[src/rtl/keypad_pkg.sv]
// keypad_pkg: shared definitions for the keypad number-entry block.
//   - 4-bit key codes for the sixteen keys of the 4x4 matrix
//   - scan FSM state encoding
//   - key_lookup(row, col): maps a matrix position to its key code
package keypad_pkg;

    localparam logic [3:0] KEY_0    = 4'd0;
    localparam logic [3:0] KEY_1    = 4'd1;
    localparam logic [3:0] KEY_2    = 4'd2;
    localparam logic [3:0] KEY_3    = 4'd3;
    localparam logic [3:0] KEY_4    = 4'd4;
    localparam logic [3:0] KEY_5    = 4'd5;
    localparam logic [3:0] KEY_6    = 4'd6;
    localparam logic [3:0] KEY_7    = 4'd7;
    localparam logic [3:0] KEY_8    = 4'd8;
    localparam logic [3:0] KEY_9    = 4'd9;
    localparam logic [3:0] KEY_A    = 4'd10;
    localparam logic [3:0] KEY_B    = 4'd11;
    localparam logic [3:0] KEY_C    = 4'd12;
    localparam logic [3:0] KEY_D    = 4'd13;
    localparam logic [3:0] KEY_STAR = 4'd14;
    localparam logic [3:0] KEY_HASH = 4'd15;

    typedef enum logic [1:0] {
        ST_SCAN     = 2'd0,
        ST_DEBOUNCE = 2'd1,
        ST_RELEASE  = 2'd2
    } scan_state_t;

    // Layout:  r0: 1 2 3 A | r1: 4 5 6 B | r2: 7 8 9 C | r3: * 0 # D
    function automatic logic [3:0] key_lookup(input logic [1:0] row, input logic [1:0] col);
        logic [3:0] code;
        code = KEY_D;
        case ({row, col})
            4'h0: code = KEY_1;
            4'h1: code = KEY_2;
            4'h2: code = KEY_3;
            4'h3: code = KEY_A;
            4'h4: code = KEY_4;
            4'h5: code = KEY_5;
            4'h6: code = KEY_6;
            4'h7: code = KEY_B;
            4'h8: code = KEY_7;
            4'h9: code = KEY_8;
            4'hA: code = KEY_9;
            4'hB: code = KEY_C;
            4'hC: code = KEY_STAR;
            4'hD: code = KEY_0;
            4'hE: code = KEY_HASH;
            4'hF: code = KEY_D;
            default: code = KEY_D;
        endcase
        return code;
    endfunction

endpackage

[src/rtl/keypad_scanner.sv]
// keypad_scanner: column scan, row synchronizer, debounce and key decode.
//   clk        system clock
//   rst_n      asynchronous active-low reset
//   row_in     keypad rows, active-low, asynchronous
//   col_out    column drive, active-low, one-hot-low
//   key_valid  one-cycle pulse per accepted press
//   key_code   code of the accepted key, valid with key_valid
//
// state       | meaning
// ------------|---------------------------------------------------------
// ST_SCAN     | rotating columns, looking for any low row at each tick
// ST_DEBOUNCE | column held, confirming the latched row stays low
// ST_RELEASE  | column held, waiting for all rows high long enough
module keypad_scanner
    import keypad_pkg::*;
#(
    parameter int SCAN_DIV   = 262144,
    parameter int DEBOUNCE_N = 4
) (
    input  logic       clk,
    input  logic       rst_n,
    input  logic [3:0] row_in,
    output logic [3:0] col_out,
    output logic       key_valid,
    output logic [3:0] key_code
);

    localparam int TW = (SCAN_DIV > 1) ? $clog2(SCAN_DIV) : 1;
    localparam int DW = $clog2(DEBOUNCE_N + 1);

    logic [3:0]    row_meta, row_sync;
    logic [TW-1:0] tick_cnt;
    logic          tick;

    scan_state_t   state, state_nx;
    logic [1:0]    col_idx, col_nx;
    logic [1:0]    lat_row, row_nx;
    logic [DW-1:0] deb_cnt, cnt_nx, deb_inc;
    logic          kv_nx;
    logic [3:0]    code_nx;

    logic          any_low;
    logic [1:0]    low_row;

    always_ff @(posedge clk or negedge rst_n) begin
        if (!rst_n) begin
            row_meta <= 4'hF;
            row_sync <= 4'hF;
        end else begin
            row_meta <= row_in;
            row_sync <= row_meta;
        end
    end

    // The tick marks the last cycle of a column period; rows are sampled then.
    assign tick = (tick_cnt == TW'(SCAN_DIV - 1));

    always_ff @(posedge clk or negedge rst_n) begin
        if (!rst_n)
            tick_cnt <= '0;
        else if (tick)
            tick_cnt <= '0;
        else
            tick_cnt <= tick_cnt + TW'(1);
    end

    // Lowest-index low row wins when several are pressed.
    always_comb begin
        any_low = (row_sync != 4'hF);
        low_row = 2'd0;
        for (int r = 3; r >= 0; r--) begin
            if (!row_sync[r])
                low_row = 2'(r);
        end
    end

    assign deb_inc = deb_cnt + DW'(1);

    always_comb begin
        state_nx = state;
        col_nx   = col_idx;
        row_nx   = lat_row;
        cnt_nx   = deb_cnt;
        kv_nx    = 1'b0;
        code_nx  = key_code;
        if (tick) begin
            case (state)
                ST_SCAN: begin
                    if (any_low) begin
                        row_nx = low_row;
                        if (DEBOUNCE_N <= 1) begin
                            kv_nx    = 1'b1;
                            code_nx  = key_lookup(low_row, col_idx);
                            state_nx = ST_RELEASE;
                            cnt_nx   = '0;
                        end else begin
                            state_nx = ST_DEBOUNCE;
                            cnt_nx   = DW'(1);
                        end
                    end else begin
                        col_nx = col_idx + 2'd1;
                    end
                end
                ST_DEBOUNCE: begin
                    if (!row_sync[lat_row]) begin
                        if (deb_inc == DW'(DEBOUNCE_N)) begin
                            kv_nx    = 1'b1;
                            code_nx  = key_lookup(lat_row, col_idx);
                            state_nx = ST_RELEASE;
                            cnt_nx   = '0;
                        end else begin
                            cnt_nx = deb_inc;
                        end
                    end else begin
                        state_nx = ST_SCAN;
                        cnt_nx   = '0;
                        col_nx   = col_idx + 2'd1;
                    end
                end
                ST_RELEASE: begin
                    if (row_sync == 4'hF) begin
                        if (deb_inc == DW'(DEBOUNCE_N)) begin
                            state_nx = ST_SCAN;
                            cnt_nx   = '0;
                            col_nx   = col_idx + 2'd1;
                        end else begin
                            cnt_nx = deb_inc;
                        end
                    end else begin
                        cnt_nx = '0;
                    end
                end
                default: begin
                    state_nx = ST_SCAN;
                    cnt_nx   = '0;
                end
            endcase
        end
    end

    always_ff @(posedge clk or negedge rst_n) begin
        if (!rst_n) begin
            state     <= ST_SCAN;
            col_idx   <= 2'd0;
            lat_row   <= 2'd0;
            deb_cnt   <= '0;
            key_valid <= 1'b0;
            key_code  <= KEY_0;
        end else begin
            state     <= state_nx;
            col_idx   <= col_nx;
            lat_row   <= row_nx;
            deb_cnt   <= cnt_nx;
            key_valid <= kv_nx;
            key_code  <= code_nx;
        end
    end

    assign col_out = ~(4'b0001 << col_idx);

endmodule

[src/rtl/keypad_number_entry.sv]
// keypad_number_entry: keypad operand entry, up to three digits plus sign.
//   clk          system clock
//   rst_n        asynchronous active-low reset
//   row_in       keypad rows, active-low, asynchronous
//   col_out      keypad column drive, active-low
//   entry        live signed value, 13-bit two's complement
//   negative     current sign flag
//   digit_count  digits entered so far, 0..3
//   num          last confirmed value, 13-bit two's complement
//   num_valid    one-cycle pulse when num updates
module keypad_number_entry
    import keypad_pkg::*;
#(
    parameter int SCAN_DIV   = 262144,
    parameter int DEBOUNCE_N = 4
) (
    input  logic        clk,
    input  logic        rst_n,
    input  logic [3:0]  row_in,
    output logic [3:0]  col_out,
    output logic [12:0] entry,
    output logic        negative,
    output logic [1:0]  digit_count,
    output logic [12:0] num,
    output logic        num_valid
);

    logic       key_valid;
    logic [3:0] key_code;
    logic [9:0] mag;
    logic [9:0] mag_app;
    logic [13:0] mag_wide;

    keypad_scanner #(
        .SCAN_DIV   (SCAN_DIV),
        .DEBOUNCE_N (DEBOUNCE_N)
    ) u_scanner (
        .clk       (clk),
        .rst_n     (rst_n),
        .row_in    (row_in),
        .col_out   (col_out),
        .key_valid (key_valid),
        .key_code  (key_code)
    );

    // Appending happens only below three digits, so mag <= 99 here and the
    // result (<= 999) always fits in ten bits.
    always_comb begin
        mag_wide = ({4'd0, mag} * 14'd10) + {10'd0, key_code};
        mag_app  = mag_wide[9:0];
    end

    // A negative zero reads as 0 while the sign flag stays set.
    assign entry = negative ? (13'd0 - {3'd0, mag}) : {3'd0, mag};

    always_ff @(posedge clk or negedge rst_n) begin
        if (!rst_n) begin
            mag         <= 10'd0;
            digit_count <= 2'd0;
            negative    <= 1'b0;
            num         <= 13'd0;
            num_valid   <= 1'b0;
        end else begin
            num_valid <= 1'b0;
            if (key_valid) begin
                if (key_code <= KEY_9) begin
                    if (digit_count < 2'd3) begin
                        mag         <= mag_app;
                        digit_count <= digit_count + 2'd1;
                    end
                end else if (key_code == KEY_STAR) begin
                    negative <= ~negative;
                end else if (key_code == KEY_C) begin
                    mag         <= 10'd0;
                    digit_count <= 2'd0;
                    negative    <= 1'b0;
                end else if (key_code == KEY_HASH) begin
                    num         <= entry;
                    num_valid   <= 1'b1;
                    mag         <= 10'd0;
                    digit_count <= 2'd0;
                    negative    <= 1'b0;
                end
            end
        end
    end

endmodule

[config.mk]
export PLATFORM = sky130hd
export DESIGN_NAME = keypad_number_entry
export DESIGN_NICKNAME = d
export VERILOG_FILES = /design/src/rtl/keypad_pkg.sv /design/src/rtl/keypad_scanner.sv /design/src/rtl/keypad_number_entry.sv
export SDC_FILE = /design/constraint.sdc
export NUM_CORES = 1
export LEC_CHECK = 0
export CAP_MARGIN = 30
export CORE_ASPECT_RATIO = 0.75
export CORE_MARGIN = 5
export CORE_UTILIZATION = 55
export DETAILED_ROUTE_END_ITERATION = 16
export GPL_ROUTABILITY_DRIVEN = 0
export PLACE_DENSITY = 0.88
export SLEW_MARGIN = 5
export SYNTH_ARGS = -nofsm -noshare
export SYNTH_HDL_FRONTEND = slang
export SYNTH_SLANG_ARGS = --single-unit
[constraint.sdc]
create_clock -name clk -period 6.65 [get_ports clk]
set_clock_uncertainty 0.15 [all_clocks]
set_input_delay 0.9975 -clock clk [delete_from_list [all_inputs] [get_ports clk]]
set_output_delay 0.9975 -clock clk [all_outputs]
set_load 0.02 [all_outputs]
==> results of run 1 <==
==> how the worst max path moves through the flow <==
stage | end | cells past startpoint | slack [ns] | from
global route | entry[8] | 5 | 2.87 | mag[5]
finish | entry[8] | 5 | 2.99 | mag[4]
floorplan | entry[8] | 4 | 4.00 | mag[4]
CTS | entry[8] | 5 | 3.00 | mag[4]
detailed placement | entry[8] | 5 | 3.39 | mag[4]
global placement | entry[8] | 5 | 3.52 | mag[4]
==> power breakdown <==
group	switching, W	internal (W)
registers	0.00000149	0.000400
clock network	0.000157	0.000134
logic	0.00000919	0.00000397
==> worst max-delay path: cells and delay by family, from the launching register on <==
kind	cells	cell delay [ns]
AO/OA/AOI/OAI	1	0.28
flip-flops	1	0.47
buffers and inverters	1	0.63
AND/OR/NAND/NOR	2	0.61
XOR/XNOR	1	0.17
==> per-layer routing <==
layer / part of all wire [%] / routed length (um)
met5: 0 / 0
met4: 1.3 / 93
met3: 4.8 / 339
met2: 48 / 3420
met1: 46 / 3270
==> cell families (layout without fill, tap and decap cells) <==
kind of cell,Yosys count,count (layout),synth area share (%)
flops,65,65,45.0
simple gates,121,121,16.3
compound gates,62,62,11.3
buf+inv,27,73,4.06
mux,13,13,4.61
xor+xnor,36,36,9.04
fa+ha+maj,27,27,9.69
==> cells in the final DEF, fill, tap and decap left out, types with 11 or more instances in the layout <==
master	count
o21ai_1	21
ha_1	25
inv_1	12
nand2_1	54
clkdlybuf4s50_1	38
nor2_1	24
xnor2_1	18
nand3_1	11
dfrtp_1	57
xor2_1	17
==> final cells by class <==
cell class                      count  area share [%]
Timing Repair Buffer               41            9.47
Multi-Input combinational cell    259            43.9
Tap cell                           81            2.40
Sequential cell                    65            38.7
Clock buffer                        9            2.93
Inverter                           16            1.48
Clock inverter                      7            1.12
==> stage by stage <==
stage	util, %	power, W
2_1_floorplan	-	0.000411
3_3_place_gp	63.5	0.000422
3_5_place_dp	63.5	0.000423
4_1_cts	66.1	0.000716
5_1_grt	66.3	0.000735
6_report	66.3	0.000705
==> registers in the layout (all words and copies together) (netlist names), 3 cells and up <==
register            count
u_scanner.row_meta      4
u_scanner.row_sync      4
num                    11
u_scanner.deb_cnt       3
u_scanner.tick_cnt     18
u_scanner.key_code      4
mag                    10
==> flow_metrics.tcl, run 1 <==
set metrics [dict create \
    maximum_number_of_pins_on_one_net_before_global_route_repair 66 \
    final_antenna_net_count 0 \
    antenna_found_initial 0 \
    worstRegToRegCells 8 \
    worst-slew-pin-transition_ns 0.802 \
    number_of_distinct_library_cells_after_synthesis 60 \
    vias_per_cell 5.54 \
    yosys.cell_count.top_type "dfrtp_1" \
    layout_cells_sized_above_1_pct 10.8 \
    synth.cell_area_um2 3640 \
    post_cts_buffers 0 \
    max_freq_ghz 0.273 \
    via_count_of_the_first_global_routing_pass 2715 \
    antenna-diode-count 0 \
    timing.setup.tns_ns 0 \
    crit_path_top_delay_cell "clkdlybuf4s50_1" \
    yosysWarnings 0 \
    timing_hold_violations_final 0 \
    final_period_minus_worst_setup_slack_ns 3.66 \
    row_count 25 \
    fin_nets 425 \
    coreArea_um2 6380 \
    detail_route.first_pass.iterations 4 \
    ys_seq_area_share_pct 45.0 \
    worst_setup_hold_path_clk_slew_ns 0.08 \
    maximum_level_of_the_cts_h_tree 3 \
    worst_hold_slack_ns 0.206 \
    post_drt_wl_per_cell_um 14.9 \
    global_route.usage.met2_pct 31.5 \
    seq_cell_area_um2 1640 \
    numClockSinks 65 \
    rrSetupSlack_ns 3.72 \
    grt_first_pass_wirelength_um 12600 \
    grt_util_all_layers_pct 18.7 \
    dp.cells 461 \
    nFillCells 498 \
    use_met1_pct 22.6 \
    asyncSetResetFlopFracSynth_pct 100 \
    netlist.area_leader.share_pct 39.2 \
    detailed_place.area_um2 4050 \
    gr_overflow_total 0 \
    dp_hpwl_um 5390 \
    vias 2647 \
    effective_utilization_at_floorplan_pct 57.0 \
    cp-end-kind "output pin" \
    max-slew-margin-rel_pct 46.6 \
    pre_cts_setup_slack_ns 3.39 \
    hold_path.class "flop to flop" \
    dieArea_um2 8360 \
    cts_root_buffer "clkbuf_8" \
    global_route.peak_usage_layer "met2" \
    ioPinCount 40 \
    drt_iter0_drc 111 \
    yosysTopAreaCell "dfrtp_1" \
    top_flip_flop_cell_by_instance_count_after_synthesis "dfrtp_1" \
    holdPathStages 0 \
    r2r-start "mag[3]" \
    post_cts.resized_instances 0 \
    syn-num-nets 384 \
    power.ir.vdd_worst_mv 0.136 \
    maxCapViolations 0 \
    cp_max_fo 6 \
    max-clock-path-buffers 2 \
    timing.final.crit_share_pct 55.0 \
    path_cells "nor4_1 -> nand2_1 -> o31a_1 -> xor2_1 -> clkdlybuf4s50_1" \
    cp_data_required_time_ns 5.50 \
    port-buffer-count 39 \
    areaGrowthSynthToFinish_pct 16.2 \
    syn_inst 351 \
    grt_util_met3_pct 6.91 \
    synth.cells.most_frequent "dfrtp_1, nand2_1, ha_1, nor2_1, o21ai_1" \
    final-instance-count-excl-fill 478 \
    die_h_um 80.5 \
    static-leakage-power_nw 1.98 \
    crit_path_max_incr_delay_ns 0.63 \
    die_width_um 104 \
    post_synth.cell_area_avg_um2 10.4 \
    timing.hold.worst_endpoint "u_scanner.row_sync[1]" \
    tritoncts "built" \
    crit-reg2reg-capture "mag[9]" \
    detail_route.drc_violations 0 \
    numCtsBuffers 9 \
    power_per_cell_area_nw_per_um2 167 \
    timing.final.max_slew_violations 0 \
    rsz0062_at_grt "false" \
    cts.hold.buffers_added 0 \
    design_area_um2 4230 \
    clock_latency_ns 0.34 \
    hold_start "u_scanner.row_meta[1]" \
    synth_edf_count 0 \
    multiInputGateArea_um2 1860 \
    fin_ws_ns 2.99 \
    setup_viol_count_final 0 \
    timing.setup.critical_path_class "flop to output pin" \
    signal_arrival_time_at_the_worst_endpoint_ns 2.51 \
    synthTopCellsByArea "dfrtp_1, ha_1, dfstp_2" \
    run_status "finished, final reports clean" \
    ys_ff_latch 65 \
    totalWireLength_um 7130 \
    cp-start-kind "flop" \
]
Note: power is estimated with default switching activity, not from simulation.
==> inputs of run 2 (changes only) <==
Settings changed: CORE_UTILIZATION 55 to 51, PLACE_DENSITY 0.88 to 0.86.
Clock period 6.65 ns to 3.3 ns, I/O delays scaled along.
==> flow_metrics.tcl, run 2 (synthesis results as in run 1) <==
set metrics [dict create \
    run_status "finished, final reports clean" \
    max-clock-path-buffers 2 \
    fin_ws_ns 0.256 \
    dieArea_um2 8940 \
    final_antenna_net_count 0 \
    grt_util_all_layers_pct 16.9 \
    timing.final.crit_share_pct 92.2 \
    most_common_library_cell_in_the_layout_ignoring_fill_and_taps "dfrtp_1" \
    hold_path.class "flop to flop" \
    crit_path_max_incr_delay_ns 0.63 \
    dp_hpwl_um 5390 \
    totalWireLength_um 7170 \
    sequentialPowerShare_pct 51.6 \
    p_sw_w 0.000329 \
    crit_path_top_delay_cell "clkdlybuf4s50_1" \
    largest_register "u_scanner.tick_cnt" \
    die_h_um 83.2 \
    post_cts_buffers 0 \
    final_period_minus_worst_setup_slack_ns 3.04 \
    port-buffer-count 39 \
    timing.setup.tns_ns 0 \
    clockPowerShare_pct 46.6 \
    tritoncts "built" \
    numCtsBuffers 9 \
    hold_start "u_scanner.row_meta[3]" \
    maximum_level_of_the_cts_h_tree 3 \
    signal_arrival_time_at_the_worst_endpoint_ns 2.40 \
    antenna-diode-count 0 \
    cpLargestDelayFamily "buffers and inverters" \
    ioPinCount 40 \
    setup_viol_count_final 0 \
    post_drt_wl_per_cell_um 14.4 \
    vias_per_cell 5.44 \
    static-leakage-power_nw 2.01 \
    grt_first_pass_wirelength_um 12300 \
    path_cells "nor4_1 -> nand2_1 -> o31a_1 -> xor2_1 -> clkdlybuf4s50_1" \
    power.share.switching_pct 21.0 \
    rsz0062_at_grt "false" \
    nFillCells 559 \
    worstRegToRegCells 8 \
    worst_setup_path_startpoint "mag[5]" \
    pre_cts_setup_slack_ns 0.497 \
    critical_path.n_buffers_inverters 1 \
    power.share.combinational_pct 1.8 \
    timing.setup.critical_path_class "flop to output pin" \
    r2r-start "mag[1]" \
    largest_registers "u_scanner.tick_cnt (18), num (11), mag (10)" \
    worst_setup_hold_path_clk_slew_ns 0.07 \
    max-slew-margin-rel_pct 64.1 \
    power_per_cell_area_nw_per_um2 363 \
    gr_overflow_total 0 \
    cp-start-kind "flop" \
    max_freq_ghz 0.329 \
    row_count 26 \
    timing_hold_violations_final 0 \
    flip_flop_count_of_the_largest_register_all_copies_and_words_added 18 \
    cp_max_fo 5 \
    numClockSinks 65 \
    detail_route.first_pass.iterations 4 \
    antenna_found_initial 0 \
    mostFrequentLayoutCells "dfrtp_1, nand2_1, clkdlybuf4s50_1, ha_1, nor2_1" \
    cts_root_buffer "clkbuf_8" \
    cp-end-kind "output pin" \
    coreArea_um2 6860 \
    vias 2702 \
    timing.critical_path.depth 5 \
    maximum_number_of_pins_on_one_net_before_global_route_repair 36 \
    timing.final.max_slew_violations 0 \
    maxCapViolations 0 \
    via_count_of_the_first_global_routing_pass 2656 \
    holdPathStages 0 \
    power.ir.vdd_worst_mv 0.322 \
    clock_latency_ns 0.34 \
    cp_data_required_time_ns 2.65 \
    layout_cells_sized_above_1_pct 11.0 \
    drt_iter0_drc 166 \
    fin_nets 427 \
    areaGrowthSynthToFinish_pct 18.5 \
    worst-slew-pin-transition_ns 0.539 \
    die_width_um 108 \
    detail_route.drc_violations 0 \
    effective_utilization_at_floorplan_pct 53.0 \
    cellInternalPower_w 0.00124 \
]
run 2: stage by stage:
stage,hold slack (ns),total power [W],instances,util (%),instance area (um^2)
floorplan,0.0494,0.000828,351,-,3640
global placement,0.195,0.000852,480,59.5,4090
detailed placement,0.197,0.000853,480,59.5,4090
CTS,0.208,0.00158,497,62.9,4310
global route,0.212,0.00163,497,62.9,4310
finish,0.207,0.00157,497,62.9,4310
run 2: worst paths after layout:
kind | to | slack (ns)
hold reg to reg | u_scanner.row_sync[3] | 0.21
setup / recovery | entry[8] | 0.26
setup reg to reg | mag[9] | 0.47
min in group asynchronous | mag[7] | 0.44
hold / removal | u_scanner.row_sync[3] | 0.21
max in group asynchronous | u_scanner.row_sync[2] | 1.78
run 2: timing repair:
item                      in CTS  in global routing
hold buffers                   1                  0
resized for setup              0                  0
hold endpoints to repair      14                  0
run 2: routing by layer:
metal  share of wire [%]  global-route usage, %  vias to the layer above
met3                 5.6                   5.58                       10
met5                   0                      0                        -
met1                  45                   21.9                     1330
met4                 1.2                   3.78                        0
met2                  48                   27.5                       61
li1                    -                      -                     1301
run 2: worst register-to-register path, cell delays in order, from the launching register on:
cell	delay, ns
dfrtp_1	0.46
ha_1	0.34
ha_1	0.24
fa_1	0.41
xor2_1	0.27
o2111ai_1	0.21
nand3b_1	0.20
xnor3_1	0.38
o21ai_1	0.06
run 2: cell type report:
cell class / instances / area (um^2) / area share (%)
Clock buffer: 9 / 124 / 2.87
Timing Repair Buffer: 43 / 418 / 9.69
Sequential cell: 65 / 1640 / 37.9
Inverter: 16 / 62.6 / 1.45
Tap cell: 98 / 123 / 2.84
Clock inverter: 7 / 95.1 / 2.20
Multi-Input combinational cell: 259 / 1860 / 43.0
run 2: power by group through the flow:
stage / logic (W) / registers [W] / clock network [W]
after floorplan: 0.00000546 / 0.000823 / 0
after global placement: 0.0000288 / 0.000823 / 0
after detailed placement: 0.0000294 / 0.000823 / 0
after CTS: 0.0000304 / 0.000808 / 0.000745
after global routing: 0.0000343 / 0.000809 / 0.000785
final: 0.0000288 / 0.000808 / 0.000731
==> inputs of run 3 (changes only) <==
Settings changed: RECOVER_POWER set to 50.
==> flow_metrics.tcl, run 3 (synthesis results as in run 1) <==
set metrics [dict create \
    timing.critical_path.to "entry[8]" \
    effective_utilization_at_floorplan_pct 53.0 \
    detail_route.first_pass.iterations 4 \
    cp_max_fo 5 \
    detailed_place.area_um2 4090 \
    maximum_number_of_pins_on_one_net_before_global_route_repair 36 \
    timing.setup.critical_path_class "flop to output pin" \
    vias 2697 \
    setup_viol_count_final 0 \
    antenna-diode-count 0 \
    totalWireLength_um 7160 \
    maxCapViolations 0 \
    largest_registers "u_scanner.tick_cnt (18), num (11), mag (10)" \
    die_width_um 108 \
    tritoncts "built" \
    max-slew-margin-rel_pct 42.7 \
    crit-reg2reg-capture "mag[9]" \
    mostFrequentLayoutCells "dfrtp_1, nand2_1, clkdlybuf4s50_1, ha_1, nor2_1" \
    grt_util_all_layers_pct 16.9 \
    run_status "finished, final reports clean" \
    max-clock-path-buffers 2 \
    most_common_library_cell_in_the_layout_ignoring_fill_and_taps "dfrtp_1" \
    largest_register "u_scanner.tick_cnt" \
    power.total_w 0.00156 \
    rrSetupSlack_ns 0.47 \
    r2r-start "mag[1]" \
    port-buffer-count 39 \
    via_count_of_the_first_global_routing_pass 2656 \
    die_h_um 83.2 \
    timing.final.max_slew_violations 0 \
    post_drt_wl_per_cell_um 14.4 \
    coreArea_um2 6860 \
    hold_path.class "flop to flop" \
    dieArea_um2 8940 \
    static-leakage-power_nw 1.99 \
    row_count 26 \
    power.ir.vdd_worst_mv 0.322 \
    numCtsBuffers 9 \
    ioPinCount 40 \
    worst_setup_hold_path_clk_slew_ns 0.07 \
    worstRegToRegCells 8 \
    timing.setup.tns_ns 0 \
    worst-slew-pin-transition_ns 0.859 \
    cp_data_required_time_ns 2.65 \
    grt_first_pass_wirelength_um 12300 \
    final_antenna_net_count 0 \
    areaGrowthSynthToFinish_pct 17.6 \
    maximum_level_of_the_cts_h_tree 3 \
    pre_cts_setup_slack_ns 0.497 \
    fin_util_pct 62.4 \
    detail_route.drc_violations 0 \
    timing_hold_violations_final 0 \
    signal_arrival_time_at_the_worst_endpoint_ns 2.39 \
    cp-start-kind "flop" \
    gr_overflow_total 0 \
    post_cts_buffers 0 \
    power_per_cell_area_nw_per_um2 365 \
    numClockSinks 65 \
    flip_flop_count_of_the_largest_register_all_copies_and_words_added 18 \
    layout_cells_sized_above_1_pct 9.52 \
    drt_iter0_drc 132 \
    vias_per_cell 5.43 \
    fin_ws_ns 0.261 \
    cts_root_buffer "clkbuf_8" \
    dp_hpwl_um 5390 \
    fin_nets 427 \
    max_freq_ghz 0.329 \
    worst_setup_path_startpoint "mag[5]" \
    design_area_um2 4280 \
    timing.final.crit_share_pct 92.1 \
    clock_latency_ns 0.34 \
    antenna_found_initial 0 \
    final_period_minus_worst_setup_slack_ns 3.04 \
    rsz0062_at_grt "false" \
    cp-end-kind "output pin" \
]
[run 3: changes by cell type in the layout (fill, tap and decap cells not counted), sizes merged]
cell           change
clkdlybuf4s50      -4
dlygate4sd3        +4
buf                -3
clkbuf             +3
[run 3: where the power goes]
group / switching [W] / internal, W / leakage [nW] / total (W)
logic: 0.0000192 / 0.00000753 / 1.01 / 0.0000267
clock network: 0.000303 / 0.000425 / 0.109 / 0.000728
registers: 0.00000294 / 0.000805 / 0.866 / 0.000808
total: 0.000325 / 0.00124 / 1.99 / 0.00156
[run 3: routing by layer]
metal	vias up	routed length (um)	GRT usage [%]
met5	-	0	0
met4	0	98	3.78
met3	12	389	5.58
met2	64	3410	27.5
met1	1319	3270	21.9
li1	1302	-	-
[run 3: worst max-delay path, stage by stage (launching register included)]
cell and delay [ns]:
dfrtp_1 0.43, nor4_1 0.38, nand2_1 0.15, o31a_1 0.27, xor2_1 0.18, clkdlybuf4s50_1 0.63
[run 3: worst min path at each step]
stage / startpoint / end / slack, ns / depth (start not counted)
6_report: u_scanner.row_meta[3] / u_scanner.row_sync[3] / 0.21 / 0
5_1_grt: u_scanner.row_meta[3] / u_scanner.row_sync[3] / 0.21 / 0
3_5_place_dp: u_scanner.row_meta[3] / u_scanner.row_sync[3] / 0.20 / 0
4_1_cts: u_scanner.row_meta[3] / u_scanner.row_sync[3] / 0.21 / 0
3_3_place_gp: u_scanner.row_meta[2] / u_scanner.row_sync[2] / 0.20 / 0
2_1_floorplan: rst_n / digit_count[0] / 0.05 / 0
[run 3: timing repair]
item,in CTS,in global routing
hold endpoints to repair,14,0
setup endpoints to repair,0,0
hold buffers,1,0
gates resized for setup,0,0
[run 3: layout make-up]
type,count,area [um^2]
clock inverter,7,95.1
multi-input combinational,259,1830
sequential,65,1640
tap,98,123
timing repair buffer,43,410
inverter,16,62.6
clock buffer,9,124
fill,567,2580
[run 3: per-stage QoR]
step	hold WS (ns)	cells
floorplan	0.0494	351
global placement	0.195	480
detailed placement	0.197	480
CTS	0.208	497
global route	0.212	497
finish	0.207	497
